File: src/rtl/mem_port_arbiter_pkg.sv
// Shared definitions for the instruction/data RAM port arbiter.
// Holds the arbiter state and owner encodings, the default widths and burst
// lengths, and a helper that sizes the beat counter.
package mem_port_arbiter_pkg;

    localparam int DEF_ADDR_W  = 32;
    localparam int DEF_WORD_W  = 32;
    localparam int DEF_I_BURST = 4;
    localparam int DEF_D_BURST = 4;

    typedef enum logic [1:0] {
        ARB_IDLE = 2'd0,
        ARB_IBUS = 2'd1,
        ARB_DBUS = 2'd2
    } arb_state_t;

    typedef enum logic {
        OWN_I = 1'b0,
        OWN_D = 1'b1
    } owner_t;

    // Counter width for the longer of the two bursts. It is never narrower
    // than one bit, so a single-beat burst still has a legal counter.
    function automatic int beat_cnt_width(input int a, input int b);
        int m;
        m = (a > b) ? a : b;
        return (m <= 2) ? 1 : $clog2(m);
    endfunction

endpackage

File: src/rtl/mem_port_arbiter_beat_counter.sv
// Beat counter for one RAM burst.
// Ports:
//   clk, nrst   - clock; synchronous active-low reset
//   clr_i       - return the count to zero (end of burst or abort)
//   inc_i       - advance by one completed beat
//   last_idx_i  - index of the final beat of the current burst (length-1)
//   count_o     - beats completed so far in this burst
//   last_o      - the beat now in flight is the final one
module mem_port_arbiter_beat_counter #(
    parameter int CNT_W = 2
) (
    input  logic             clk,
    input  logic             nrst,
    input  logic             clr_i,
    input  logic             inc_i,
    input  logic [CNT_W-1:0] last_idx_i,
    output logic [CNT_W-1:0] count_o,
    output logic             last_o
);

    logic [CNT_W-1:0] count_q;

    // Clear has priority; the owner clears on the final beat instead of
    // incrementing, so the count never passes last_idx_i.
    always_ff @(posedge clk) begin
        if (!nrst) begin
            count_q <= '0;
        end else if (clr_i) begin
            count_q <= '0;
        end else if (inc_i) begin
            count_q <= count_q + 1'b1;
        end
    end

    assign count_o = count_q;
    assign last_o  = (count_q == last_idx_i);

endmodule

File: src/rtl/mem_port_arbiter.sv
// Arbiter sharing the single RAM port between the icache refill path and the
// dcache refill/writeback path. Ownership is granted per burst with
// round-robin priority. One idle cycle always separates bursts, and a burst
// can only end early when its requester drops its request.
// Ports:
//   clk, nrst                     - clock; synchronous active-low reset
//   i_req_i, i_addr_i             - icache miss request and word address
//   i_word_ready_o, i_rdata_o     - beat strobe and read data to the icache
//   d_req_i, d_we_i, d_addr_i,
//   d_wdata_i                     - dcache request, direction, address, data
//   d_word_ready_o, d_rdata_o     - beat strobe and read data to the dcache
//   ram_req_o, ram_we_o,
//   ram_addr_o, ram_wdata_o       - request lines to the RAM
//   ram_word_ready_i, ram_rdata_i - beat completion and read data from RAM
//   grant_i_o, grant_d_o          - current owner of the port
module mem_port_arbiter
    import mem_port_arbiter_pkg::*;
#(
    parameter int ADDR_W  = DEF_ADDR_W,
    parameter int WORD_W  = DEF_WORD_W,
    parameter int I_BURST = DEF_I_BURST,
    parameter int D_BURST = DEF_D_BURST
) (
    input  logic              clk,
    input  logic              nrst,
    input  logic              i_req_i,
    input  logic [ADDR_W-1:0] i_addr_i,
    output logic              i_word_ready_o,
    output logic [WORD_W-1:0] i_rdata_o,
    input  logic              d_req_i,
    input  logic              d_we_i,
    input  logic [ADDR_W-1:0] d_addr_i,
    input  logic [WORD_W-1:0] d_wdata_i,
    output logic              d_word_ready_o,
    output logic [WORD_W-1:0] d_rdata_o,
    output logic              ram_req_o,
    output logic              ram_we_o,
    output logic [ADDR_W-1:0] ram_addr_o,
    output logic [WORD_W-1:0] ram_wdata_o,
    input  logic              ram_word_ready_i,
    input  logic [WORD_W-1:0] ram_rdata_i,
    output logic              grant_i_o,
    output logic              grant_d_o
);

    localparam int CNT_W = beat_cnt_width(I_BURST, D_BURST);
    localparam logic [CNT_W-1:0] I_LAST = CNT_W'(I_BURST - 1);
    localparam logic [CNT_W-1:0] D_LAST = CNT_W'(D_BURST - 1);

    arb_state_t       state_q, state_d;
    owner_t           last_owner_q, last_owner_d;
    logic             cnt_clr, cnt_inc, beat_last;
    logic [CNT_W-1:0] last_idx;
    logic [CNT_W-1:0] beat_count;

    mem_port_arbiter_beat_counter #(
        .CNT_W(CNT_W)
    ) u_beat_counter (
        .clk       (clk),
        .nrst      (nrst),
        .clr_i     (cnt_clr),
        .inc_i     (cnt_inc),
        .last_idx_i(last_idx),
        .count_o   (beat_count),
        .last_o    (beat_last)
    );

    // last_owner resets to D so the icache wins the first tie.
    always_ff @(posedge clk) begin
        if (!nrst) begin
            state_q      <= ARB_IDLE;
            last_owner_q <= OWN_D;
        end else begin
            state_q      <= state_d;
            last_owner_q <= last_owner_d;
        end
    end

    // Every RAM-facing and requester-facing output is gated by the owner's
    // request, so an abort drops ram_req in the same cycle and a beat that
    // completes in that cycle is not forwarded.
    always_comb begin
        state_d        = state_q;
        last_owner_d   = last_owner_q;
        cnt_clr        = 1'b0;
        cnt_inc        = 1'b0;
        last_idx       = I_LAST;
        ram_req_o      = 1'b0;
        ram_we_o       = 1'b0;
        ram_addr_o     = '0;
        ram_wdata_o    = '0;
        i_word_ready_o = 1'b0;
        i_rdata_o      = '0;
        d_word_ready_o = 1'b0;
        d_rdata_o      = '0;

        case (state_q)
            ARB_IDLE: begin
                // A stray ram_word_ready here is simply not looked at.
                if (i_req_i && (!d_req_i || last_owner_q == OWN_D)) begin
                    state_d = ARB_IBUS;
                end else if (d_req_i) begin
                    state_d = ARB_DBUS;
                end
            end
            ARB_IBUS: begin
                last_idx = I_LAST;
                if (i_req_i) begin
                    ram_req_o      = 1'b1;
                    ram_addr_o     = i_addr_i;
                    i_word_ready_o = ram_word_ready_i;
                    i_rdata_o      = ram_rdata_i;
                    cnt_inc        = ram_word_ready_i && !beat_last;
                    if (ram_word_ready_i && beat_last) begin
                        state_d      = ARB_IDLE;
                        last_owner_d = OWN_I;
                        cnt_clr      = 1'b1;
                    end
                end else begin
                    state_d      = ARB_IDLE;
                    last_owner_d = OWN_I;
                    cnt_clr      = 1'b1;
                end
            end
            ARB_DBUS: begin
                last_idx = D_LAST;
                if (d_req_i) begin
                    ram_req_o      = 1'b1;
                    ram_we_o       = d_we_i;
                    ram_addr_o     = d_addr_i;
                    ram_wdata_o    = d_wdata_i;
                    d_word_ready_o = ram_word_ready_i;
                    d_rdata_o      = ram_rdata_i;
                    cnt_inc        = ram_word_ready_i && !beat_last;
                    if (ram_word_ready_i && beat_last) begin
                        state_d      = ARB_IDLE;
                        last_owner_d = OWN_D;
                        cnt_clr      = 1'b1;
                    end
                end else begin
                    state_d      = ARB_IDLE;
                    last_owner_d = OWN_D;
                    cnt_clr      = 1'b1;
                end
            end
            default: begin
                state_d = ARB_IDLE;
                cnt_clr = 1'b1;
            end
        endcase
    end

    // The grants come straight from the state register, so each grant rises
    // the cycle after the request is seen.
    assign grant_i_o = (state_q == ARB_IBUS);
    assign grant_d_o = (state_q == ARB_DBUS);

endmodule

File: config.mk
export PLATFORM = sky130hd
export DESIGN_NAME = mem_port_arbiter
export DESIGN_NICKNAME = d
export VERILOG_FILES = /design/src/rtl/mem_port_arbiter_pkg.sv /design/src/rtl/mem_port_arbiter_beat_counter.sv /design/src/rtl/mem_port_arbiter.sv
export SDC_FILE = /design/constraint.sdc
export NUM_CORES = 1
export LEC_CHECK = 0
export ABC_AREA = 1
export BUFFER_PORTS_ARGS = -buffer_cell sky130_fd_sc_hd__clkbuf_2
export CAP_MARGIN = 20
export CORE_AREA = 10 10 95 97
export CTS_CLUSTER_DIAMETER = 100
export CTS_CLUSTER_SIZE = 14
export DETAILED_ROUTE_END_ITERATION = 8
export DIE_AREA = 0 0 105 107
export PLACE_DENSITY = 0.75
export RECOVER_POWER = 50
export SLEW_MARGIN = 20
export SYNTH_ARGS = -nofsm -noshare
export SYNTH_HDL_FRONTEND = slang
export SYNTH_SLANG_ARGS = --single-unit
File: constraint.sdc
create_clock -name clk -period 1.6 [get_ports clk]
set_input_delay 0.32 -clock clk [delete_from_list [all_inputs] [get_ports clk]]
set_output_delay 0.32 -clock clk [all_outputs]
set_load 0.05 [all_outputs]
# After elaboration in Yosys (flattened, before gate mapping)

Index checks and enable logic that the tools add are counted.

Register bits: 5
Input bits: 134
Output and inout port bits: 134
Word-level logic and storage cells: 57

$add $sub $neg: 1
Equality and inequality tests: 6
Multiplexer cells: 36
Bitwise logic cells: 1
Reductions and logical operators: 10

Operator list:

| operator              | number |
|---|---|
| $mux W32              | 8 |
| $pmux W32 S2          | 1 |
| $mux W1               | 17 |
| $mux W2               | 5 |
| $ne A3 B2 Y1 const B  | 2 |
| $pmux W1 S2           | 3 |
| $pmux W2 S3           | 1 |
| $eq A2 B2 Y1 const B  | 2 |
| $logic_and A1 B1 Y1   | 3 |
| $ne A3 B3 Y1 const B  | 1 |
| $pmux W1 S3           | 1 |
| $reduce_and A3 Y1     | 1 |
| $add A2 B1 Y2 const B | 1 |
| $eq A2 B1 Y1 const B  | 1 |
| $logic_not A1 Y1      | 2 |
| $logic_not A2 Y1      | 1 |
| $reduce_bool A2 Y1    | 1 |
| $reduce_or A2 Y1      | 1 |
| $logic_or A1 B1 Y1    | 1 |
| $not A1 Y1            | 1 |

# Depth between registers and ports, before layout

Depth after elaboration: 6
Depth in mapped cells: 8
Depth with buffers taken out: 8

# By module

Synthesis repeated with hierarchy kept, for this count alone.

Cells, all modules: 351
Area total of the unflattened synthesis: 1,640.3 um^2

Modules (own cells, without submodules):

| module                        | instances | cells an instance | area an instance (um^2) | sequential area each (um^2) |
|---|---|---|---|---|
| mem_port_arbiter              | 1         | 326               | 1,498.9                 | 60.1 |
| mem_port_arbiter_beat_counter | 1         | 25                | 141.4                   | 40.0 |

# Least setup slack after synthesis

No wires, ideal clock.

Path type: register -> output
From: register state_q[0]
To: output ram_addr_o[11]
Arrival time: 2.200 ns
Required time: 1.280 ns
Path slack: -0.920 ns
Cell stages (with the launch flop): 8
Path buffers: 1
Cells stage by stage: dfxtp_1 -> inv_1 -> ha_1 -> nand2_2 -> inv_2 -> buf_2 -> nand2_1 -> a21oi_1

Cells in the longest elaborated chain, start to end: 2
Elaborated cells between the ends (all ways): 3
Classes of those cells: eq/ne: 2; mux: 1

Ends and longest elaborated chain:

| element                | RTL line               | source |
|---|---|---|
| start, declared        | mem_port_arbiter.sv:50 | `arb_state_t state_q, state_d;` |
| start signal, assigned | mem_port_arbiter.sv:74 | `state_q <= state_d;` |
| $eq A2 B2 Y1           | --                     |  |
| net grant_d_o          | mem_port_arbiter.sv:43 | `output logic grant_d_o` |
| $pmux W32 S2           | mem_port_arbiter.sv:97 | `case (state_q)` |
| end, declared          | mem_port_arbiter.sv:38 | `output logic [ADDR_W-1:0] ram_addr_o,` |

The timed path passes the listed nets, and every way through them passes these cells.

# Worst setup path in the final report

From: register state_q[0]
To: output ram_addr_o[13]

Cells in the longest elaborated chain, start to end: 2
Elaborated cells between the ends (all ways): 3
Classes of those cells: eq/ne: 2; mux: 1

Ends and longest elaborated chain:

| element                                      | RTL line |
|---|---|
| $eq A2 B2 Y1 or $eq A2 B1 Y1 (tied branches) | mem_port_arbiter.sv:97 |
| $pmux W32 S2 (*)                             | mem_port_arbiter.sv:97 |

Mark *: on every way between the ends. The rest lies on a longest branch, timed or not.

==> flow_summary.json <==
{
  "start_kind": "flip-flop",
  "ys_ff_latch": 5,
  "hold_buffers": 0,
  "outcome": "finished, violations left",
  "p_int_uw": 1410,
  "p_sw_share_pct": 53.3,
  "worst_pin_slew_ns": 0.435,
  "powerDensity_mw_per_mm2": 458,
  "power_frac_comb_pct": 86.5,
  "wl_per_cell_um": 23.7,
  "track_usage_pct": 26.9,
  "cp.required_ns": 1.28,
  "clk_path_buf_depth": 2,
  "drtIter0Drc": 183,
  "endpoint_kind": "output port",
  "dieArea_mm2": 0.0112,
  "ys.flop_type": "dfxtp_1",
  "r2r_start": "state_q[0]",
  "synth_cell_types": 17,
  "grt_pass1_vias": 3983,
  "leakage_uw": 0.00281,
  "fin_nets": 766,
  "cts_root_buffer": "clkbuf_8",
  "synthTopCellsByCount": "nor2_1 (100), nand2_1 (75), inv_1 (74)",
  "synthCells": 335,
  "yosys_warnings": 0,
  "vias": 3484,
  "synth_top_area_share_pct": 25.3,
  "layout_setup_ws_ns": -0.336,
  "finalPower_uw": 3030,
  "ys_seq_area_share_pct": 6.74,
  "globalRouteMet3Util_pct": 6.53,
  "initial_utilization_pct": 20.8,
  "cts.sinks": 5,
  "peakVddDrop_mv": 0.857,
  "hold_class": "input port to flip-flop",
  "pwr-share-clk_pct": 8.0,
  "synth_area_mm2": 0.00149,
  "crit_path_max_fanout": 32,
  "place_ws_ns": -0.117,
  "insertion_delay_ns": 0.23,
  "grt_first_pass_wirelength_mm": 23.9,
  "synthToLayoutAreaGrowth_pct": 345,
  "fin_crit_ns": 1.94,
  "max_freq_ghz": 0.516,
  "cts.clk_slew.worst_paths_ns": 0.04,
  "grt_setup_unrepaired": "yes",
  "r2r_slack_ns": -0.07,
  "core_region_area_mm2": 0.00714,
  "switching_power_uw": 1620,
  "top_usage_layer": "met2",
  "htreeDepth": 1,
  "period_share_pct": 121,
  "diodes": 0,
  "finalNonFillerCells": 725,
  "whs_endpoint": "last_owner_q",
  "antenna_found_initial": 0,
  "finalHoldViolCount": 0,
  "holdPathStages": 2,
  "async_reset_ff_share_pct": 0,
  "ios": 268,
  "synth_edf_count": 0,
  "yosysTopAreaCell": "nor2_1",
  "dp_hpwl_mm": 13.0,
  "pwr-share-seq_pct": 5.4,
  "max-slew-margin-rel_pct": 70.7,
  "synth.avg_cell_area_um2": 4.43,
  "synth_area_leaders": "nor2_1 (25%), nand2_1 (19%), inv_1 (19%)",
  "clock_skew_ns": 0.00585,
  "first_pass_iters": 4,
  "met2_usage_pct": 57.8,
  "cp.arrival_ns": 1.62,
  "violations": "negative setup slack",
  "setup-violations-final": 133,
  "vias_per_cell": 4.81,
  "drt_wl_total_mm": 17.2,
  "slew_violations": 0,
  "fp.dieW_um": 105,
  "holdWs_ns": 0.291,
  "synth_fp_nets": 474,
  "port-buffer-count": 267,
  "die_y_um": 107,
  "placed_cells": 713,
  "min-delay-start": "nrst",
  "r2r_cells": 9,
  "cts_buffers": 3,
  "synth_most_common_cell": "nor2_1",
  "drc_errors": 0,
  "reg2reg_to": "state_q[0]",
  "use_met1_pct": 22.8,
  "gp_congestion": 0.866,
  "nFillCells": 244,
  "overflow": 0,
  "grt_max_degree": 33,
  "crit_type": "flip-flop to output port",
  "ant_nets": 0,
  "row_count": 31,
  "cts_tree": "yes",
  "drive_gt1_share_pct": 73.0,
  "cap_violations": 0
}
-- layer usage --
metal | wire, um | part of all wire [%] | vias up
met2 | 10200 | 60 | 208
met1 | 5180 | 30 | 1666
met5 | 0 | 0 | -
li1 | - | - | 1558
met3 | 1090 | 6.3 | 52
met4 | 689 | 4.0 | 0
-- cell families (layout without fill, tap and decap cells) --
logic type               count (synthesis)  in the layout  synth area share (%)
AO/OA/AOI/OAI                           42             42                  14.2
adder cells (fa/ha/maj)                  5              5                  4.21
buffers and inverters                   96            387                  25.8
flip-flops                               5              5                  6.74
AND/OR/NAND/NOR                        187            187                  49.1
-- power by group through the flow --
| stage | combinational [uW] | clock (uW) | sequential [uW] |
|---|---|---|---|
| after floorplan | 1380 | 0 | 157 |
| final | 2620 | 244 | 164 |
| after CTS | 2530 | 239 | 157 |
| after global placement | 2290 | 0 | 155 |
| after detailed placement | 2360 | 0 | 157 |
| after global routing | 2700 | 252 | 164 |
-- placed cells by master (no fill, tap or decap) --
cell	n
buf_8	13
buf_6	6
inv_16	1
nand3b_1	1
buf_12	134
inv_1	72
clkbuf_2	134
nand3_1	6
buf_16	2
clkbuf_1	1
nand2_2	3
nor2_4	99
dfxtp_4	2
nand4_1	2
a21oi_1	5
inv_4	2
clkinv_16	1
inv_8	1
o21ai_0	4
nand2_8	2
clkbuf_8	3
nor3_4	1
ha_1	2
ha_4	3
dfxtp_1	3
buf_4	17
nand2_1	72
a21oi_4	33
nor2_1	1
-- worst max-delay path, cell delays in order (launching register included) --
cell,delay (ns)
dfxtp_4,0.37
buf_6,0.12
ha_4,0.17
nand2_8,0.10
clkinv_16,0.11
nand2_1,0.14
a21oi_4,0.20
buf_12,0.16
-- metrics by stage --
step | instance area (um2) | setup TNS [ns] | util, %
after global routing | 6620 | -36.08 | 92.7
final | 6620 | -33.98 | 92.7
after global placement | 6160 | -1.63 | 86.3
after floorplan | 2750 | -9.27 | -
after CTS | 6500 | -26.50 | 91.1
after detailed placement | 6160 | -3.37 | 86.3
-- sequential cells by signal, summed over array words and instances (netlist names) --
register                count
u_beat_counter.count_o      2
state_q                     2
last_owner_q                1
-- what timing repair did --
| item | 4_1_cts | 5_1_grt |
|---|---|---|
| gates resized for setup | 50 | 35 |
| endpoints found under the setup margin | 132 | 137 |
| gates cloned | 2 | 0 |
| pin swaps | 7 | 7 |
| buffers inserted | 3 | 4 |
-- layout make-up --
class / instances / area [um2] / share of cell area, %
inverters: 77 / 344 / 5.20
clock buffers: 4 / 45.0 / 0.681
multi-input cells: 234 / 2200 / 33.2
repair buffers: 306 / 3800 / 57.4
well taps: 99 / 124 / 1.87
flip-flops and latches: 5 / 108 / 1.63
-- how the worst max path moves through the flow --
stage                          start         endpoint  slack (ns)  cells after the start
after floorplan           state_q[0]   ram_addr_o[10]       -0.11                      7
after global placement    state_q[0]   ram_addr_o[13]       -0.08                      7
after detailed placement  state_q[0]   ram_addr_o[31]       -0.12                      7
after CTS                 state_q[0]  ram_wdata_o[13]       -0.26                      7
after global routing      state_q[0]   ram_addr_o[13]       -0.35                      7
final                     state_q[0]   ram_addr_o[13]       -0.34                      7
Power figures use the tool's default switching activity.
